<file path="src/rtl/dsp_inreg_pipe.sv">
// Elastic operand register pipeline for the DSP48A1 A/B/C/D paths.
// DEPTH stages with a combinational ready chain, bubble collapse, flush and occupancy count.
module dsp_inreg_pipe #(
  parameter int WIDTH       = 18,
  parameter int DEPTH       = 1,
  parameter int ZERO_BUBBLE = 1,
  localparam int OCC_W      = (DEPTH < 1) ? 1 : $clog2(DEPTH + 1)
) (
  input  logic             CLK,
  input  logic             RST,
  input  logic             CE,
  input  logic             CLR,
  input  logic [WIDTH-1:0] IN_DATA,
  input  logic             IN_VALID,
  output logic             IN_READY,
  output logic [WIDTH-1:0] OUT_DATA,
  output logic             OUT_VALID,
  input  logic             OUT_READY,
  output logic [OCC_W-1:0] OCC
);

  // Handshake: a word moves across a port only at a rising CLK edge where both
  // its valid and ready are 1; valid never waits on ready, ready may depend on valid.

  if (DEPTH == 0) begin : g_bypass
    logic out_valid;

    assign out_valid = CE & IN_VALID & ~CLR & ~RST;
    assign OUT_VALID = out_valid;
    assign IN_READY  = CE & OUT_READY & ~CLR & ~RST;
    assign OUT_DATA  = (RST || (ZERO_BUBBLE != 0 && !out_valid)) ? '0 : IN_DATA;
    assign OCC       = '0;
  end else begin : g_pipe
    logic [WIDTH-1:0] d_q  [DEPTH];
    logic [WIDTH-1:0] d_d  [DEPTH];
    logic [WIDTH-1:0] up_d [DEPTH];
    logic [DEPTH-1:0] v_q, v_d, up_v, adv;
    logic [OCC_W-1:0] occ_q, occ_d;
    logic             rdy;
    logic             out_valid;

    // Ready ripples from the output back to stage 0: a stage may load when it is
    // empty or when the stage downstream of it is loading this edge.
    always_comb begin
      adv = '0;
      rdy = OUT_READY;
      for (int i = DEPTH - 1; i >= 0; i--) begin
        rdy    = CE & (~v_q[i] | rdy);
        adv[i] = rdy;
      end
    end

    always_comb begin
      up_d[0] = IN_DATA;
      up_v[0] = IN_VALID;
      for (int i = 1; i < DEPTH; i++) begin
        up_d[i] = d_q[i-1];
        up_v[i] = v_q[i-1];
      end
    end

    always_comb begin
      d_d   = d_q;
      v_d   = v_q;
      occ_d = '0;
      if (CLR) begin
        for (int i = 0; i < DEPTH; i++) d_d[i] = '0;
        v_d = '0;
      end else begin
        for (int i = 0; i < DEPTH; i++) begin
          if (adv[i]) begin
            d_d[i] = up_d[i];
            v_d[i] = up_v[i];
          end
        end
      end
      for (int i = 0; i < DEPTH; i++) occ_d = occ_d + OCC_W'(v_d[i]);
    end

    always_ff @(posedge CLK or posedge RST) begin
      if (RST) begin
        for (int i = 0; i < DEPTH; i++) d_q[i] <= '0;
        v_q   <= '0;
        occ_q <= '0;
      end else begin
        d_q   <= d_d;
        v_q   <= v_d;
        occ_q <= occ_d;
      end
    end

    assign out_valid = CE & v_q[DEPTH-1] & ~CLR;
    assign OUT_VALID = out_valid;
    assign IN_READY  = adv[0] & ~CLR & ~RST;
    assign OUT_DATA  = (ZERO_BUBBLE != 0 && !out_valid) ? '0 : d_q[DEPTH-1];
    assign OCC       = occ_q;
  end

endmodule

</file>
<file path="config.mk">
export PLATFORM = sky130hd
export DESIGN_NAME = dsp_inreg_pipe
export DESIGN_NICKNAME = d
export VERILOG_FILES = /design/src/rtl/dsp_inreg_pipe.sv
export SDC_FILE = /design/constraint.sdc
export NUM_CORES = 1
export LEC_CHECK = 0
export CAP_MARGIN = 20
export CORE_UTILIZATION = 42
export CTS_CLUSTER_SIZE = 25
export DETAILED_ROUTE_END_ITERATION = 8
export GPL_ROUTABILITY_DRIVEN = 0
export PLACE_DENSITY = 0.89
export SLEW_MARGIN = 20
export SYNTH_ARGS = -nofsm -noshare
export SYNTH_HDL_FRONTEND = slang
export SYNTH_SLANG_ARGS = --single-unit
</file>
<file path="constraint.sdc">
create_clock -name CLK -period 1.3 [get_ports CLK]
set_clock_uncertainty 0.1 [all_clocks]
set_input_delay 0.13 -clock CLK [delete_from_list [all_inputs] [get_ports CLK]]
set_output_delay 0.13 -clock CLK [all_outputs]
set_load 0.02 [all_outputs]
</file>
==> impl_results.md <==
* CP Class: reg -> out
* Ant. Diodes at 0
* Initial core utilization at 44.7%
* Crit path time final at 1.61 ns
* Hold WC Path Type: in -> async
* Commonest non-fill, non-tap cell in the layout: nand2b_1
* Hold Buf Count CTS at 0
* CP required at approximately 1.1 ns
* Final setup vio count at 38
* Reg2reg path depth at 7
* Die footprint at 0.00285 mm²
* Leak Pwr at ~0.89 nW
* Max-slew violation count at 0
* Port Buf Inserts at 44
* Crit end category: primary output
* Starting DRT DRC Count at 9
* Layout cells sized above 1 at 39.3%
* TritonCTS clock tree: built
* Root buffer cell: clkbuf_4
* Synthesized net count at 132
* Max-slew headroom at 83.4%
* Fin. Hold Viols at 0
* Worst EP arrival at around 1.4 ns
* Post-Syn Area at about 0.0011 mm²
* DR vias at 947
* Tot GR Track Use at 26.1%
* CP Max Fanout at 7
* Clock Latency Late Sink at 0.29 ns
* VDD IR-drop max at 0.544 mV
* Number of global-route vias before repair at 1007
* Synth Register Bits at 19
* Cell variety after synth at 18
* Largest net degree at the start of global routing at 21
* Fin worst setup slack at -0.307 ns
* Initial antenna violation count at 0
* Vias per cell at approximately 4.8
* TNS Setup at -9.81 ns
* Worst slew pin tran at 0.249 ns
* Syn avg cell area at 10.3 µm²
* CORE AREA at 0.00248 mm²
* Maxcap violations at 0
* Pwr Density at ~690 mW/mm²
* Syn-to-layout area delta at 69.5%
* Share of the synthesized area in compound gates (AO/OA/AOI/OAI) at 2.26%
* I/O pin count at 45
* YS warnings at 0
* Fin crit share at 124%
* CP Launch Type: register
* Routed WL at 3190 µm
* Depth of the CTS H-tree at 1
* DRC at 0
* Peak Freq at 622 MHz
* Simple-Gate Fraction of Synth Area at 32.5%
* Sequential area share after synthesis at 42.9%
* Status: complete, but fails checks
* Most frequent cells in the layout: nand2b_1, buf_6, clkdlybuf4s50_1, dfrtp_1, mux2i_1
* DRT Pass-1 Iters at 5
* Die H at 53.4 µm
* Synth Area in XOR/XNOR at 0%
* RSZ-0062 raised after global routing: true
* Hpwl dp at approximately 2000 µm
* Mux contribution to synthesized area at 16.3%
* Placement Rows at 18
* Largest family of logic cells by synthesized area: simple AND/OR/NAND/NOR gates
* Synth Area in Adders at 0%
* Post-route ant nets at 0
* Post-synthesis cell count at ~110
* Overflow after GRT at 0
* Wire per inst at 16.1 µm
* Die X at 53.4 µm
* First-pass GRT wire length at just under 5000 µm
* Clock Tree Buf Depth at 2
* Total CTS buffers at 3
* CTS sink cnt at 19
* Failing checks: setup timing
* WHS at 0.150 ns
* Nets at 193
* Worst-path clk slew at 0.11 ns
-- power breakdown --
group / internal (mW) / total [mW] / switching [mW]
registers: 0.628 / 0.651 / 0.0224
clock network: 0.120 / 0.298 / 0.179
logic: 0.207 / 0.345 / 0.138
total: 0.955 / 1.29 / 0.339
-- area by class of cell --
class / count / area [µm²]
inverters: 3 / 11.3
well taps: 30 / 37.5
multi-input cells: 79 / 637
fillers: 157 / 598
clock buffers: 4 / 26.3
flip-flops and latches: 19 / 477
repair buffers: 63 / 691
-- stage by stage --
step / area [µm²] / util, % / power (mW) / worst slack (ns) / cells
after floorplan: 1130 / - / 0.796 / 0.0156 / 108
after global placement: 1640 / 66.3 / 0.912 / -0.677 / 184
after detailed placement: 1640 / 66.3 / 0.927 / -0.714 / 184
after CTS: 1860 / 75.2 / 1.30 / -0.258 / 198
after global routing: 1880 / 75.9 / 1.37 / -0.366 / 198
final: 1880 / 75.9 / 1.29 / -0.307 / 198
-- worst paths after layout --
path / slack (ns) / startpoint / to
hold reg to reg: 0.45 / g_pipe.d_q[17] / g_pipe.d_q[17]
min in group CLK: 0.22 / CE / OCC
hold / removal: 0.15 / RST / g_pipe.d_q[9]
setup / recovery: -0.31 / OCC / OUT_DATA[11]
setup reg to reg: -0.30 / OCC / g_pipe.d_q[9]
max in group asynchronous: 0.73 / RST / OCC
-- state kept, by name (all words and copies together), names as in the netlist --
register and cells:
g_pipe.d_q 18, OCC 1
-- routing by layer --
metal  track usage [%]  vias to the layer above  wire length [µm]
met3              4.31                        6                85
met2              45.0                       22              1800
met5                 0                        -                 0
li1                  -                      459                 -
met1              29.9                      460              1240
met4              15.4                        0                65
-- cell families (layout without fill, tap and decap cells) --
kind of cell | count (synthesis) | after routing
simple gates | 58 | 58
flops | 19 | 19
mux | 18 | 18
buf+inv | 10 | 70
compound gates | 3 | 3
-- repair_timing --
action,in CTS,in global routing
pin swaps,13,2
resized for setup,143,17
setup endpoints to repair,39,39
hold endpoints to repair,0,0
setup buffers,8,4
cloned,3,0
-- synthesized netlist by cell type --
library cell | instances | area share [%]
clkbuf_1 | 2 | 0.68
nand2_1 | 2 | 0.68
buf_6 | 1 | 1.0
a22oi_1 | 1 | 0.68
nand2b_1 | 36 | 20
inv_1 | 2 | 0.68
mux2i_1 | 18 | 16
clkbuf_2 | 1 | 0.45
inv_2 | 1 | 0.34
buf_12 | 1 | 1.8
buf_2 | 1 | 0.45
a2111oi_0 | 1 | 0.79
buf_4 | 1 | 0.68
nor2_1 | 1 | 0.34
and2_1 | 18 | 10
nor2_4 | 1 | 1.0
a21oi_2 | 1 | 0.79
dfrtp_1 | 19 | 43
-- critical path: stages (launching register included) --
cell and delay (ns):
dfrtp_2 0.43, nand2_2 0.09, nor2_4 0.15, buf_6 0.15, and2_4 0.15, buf_6 0.12
Power figures use the tool's default switching activity.
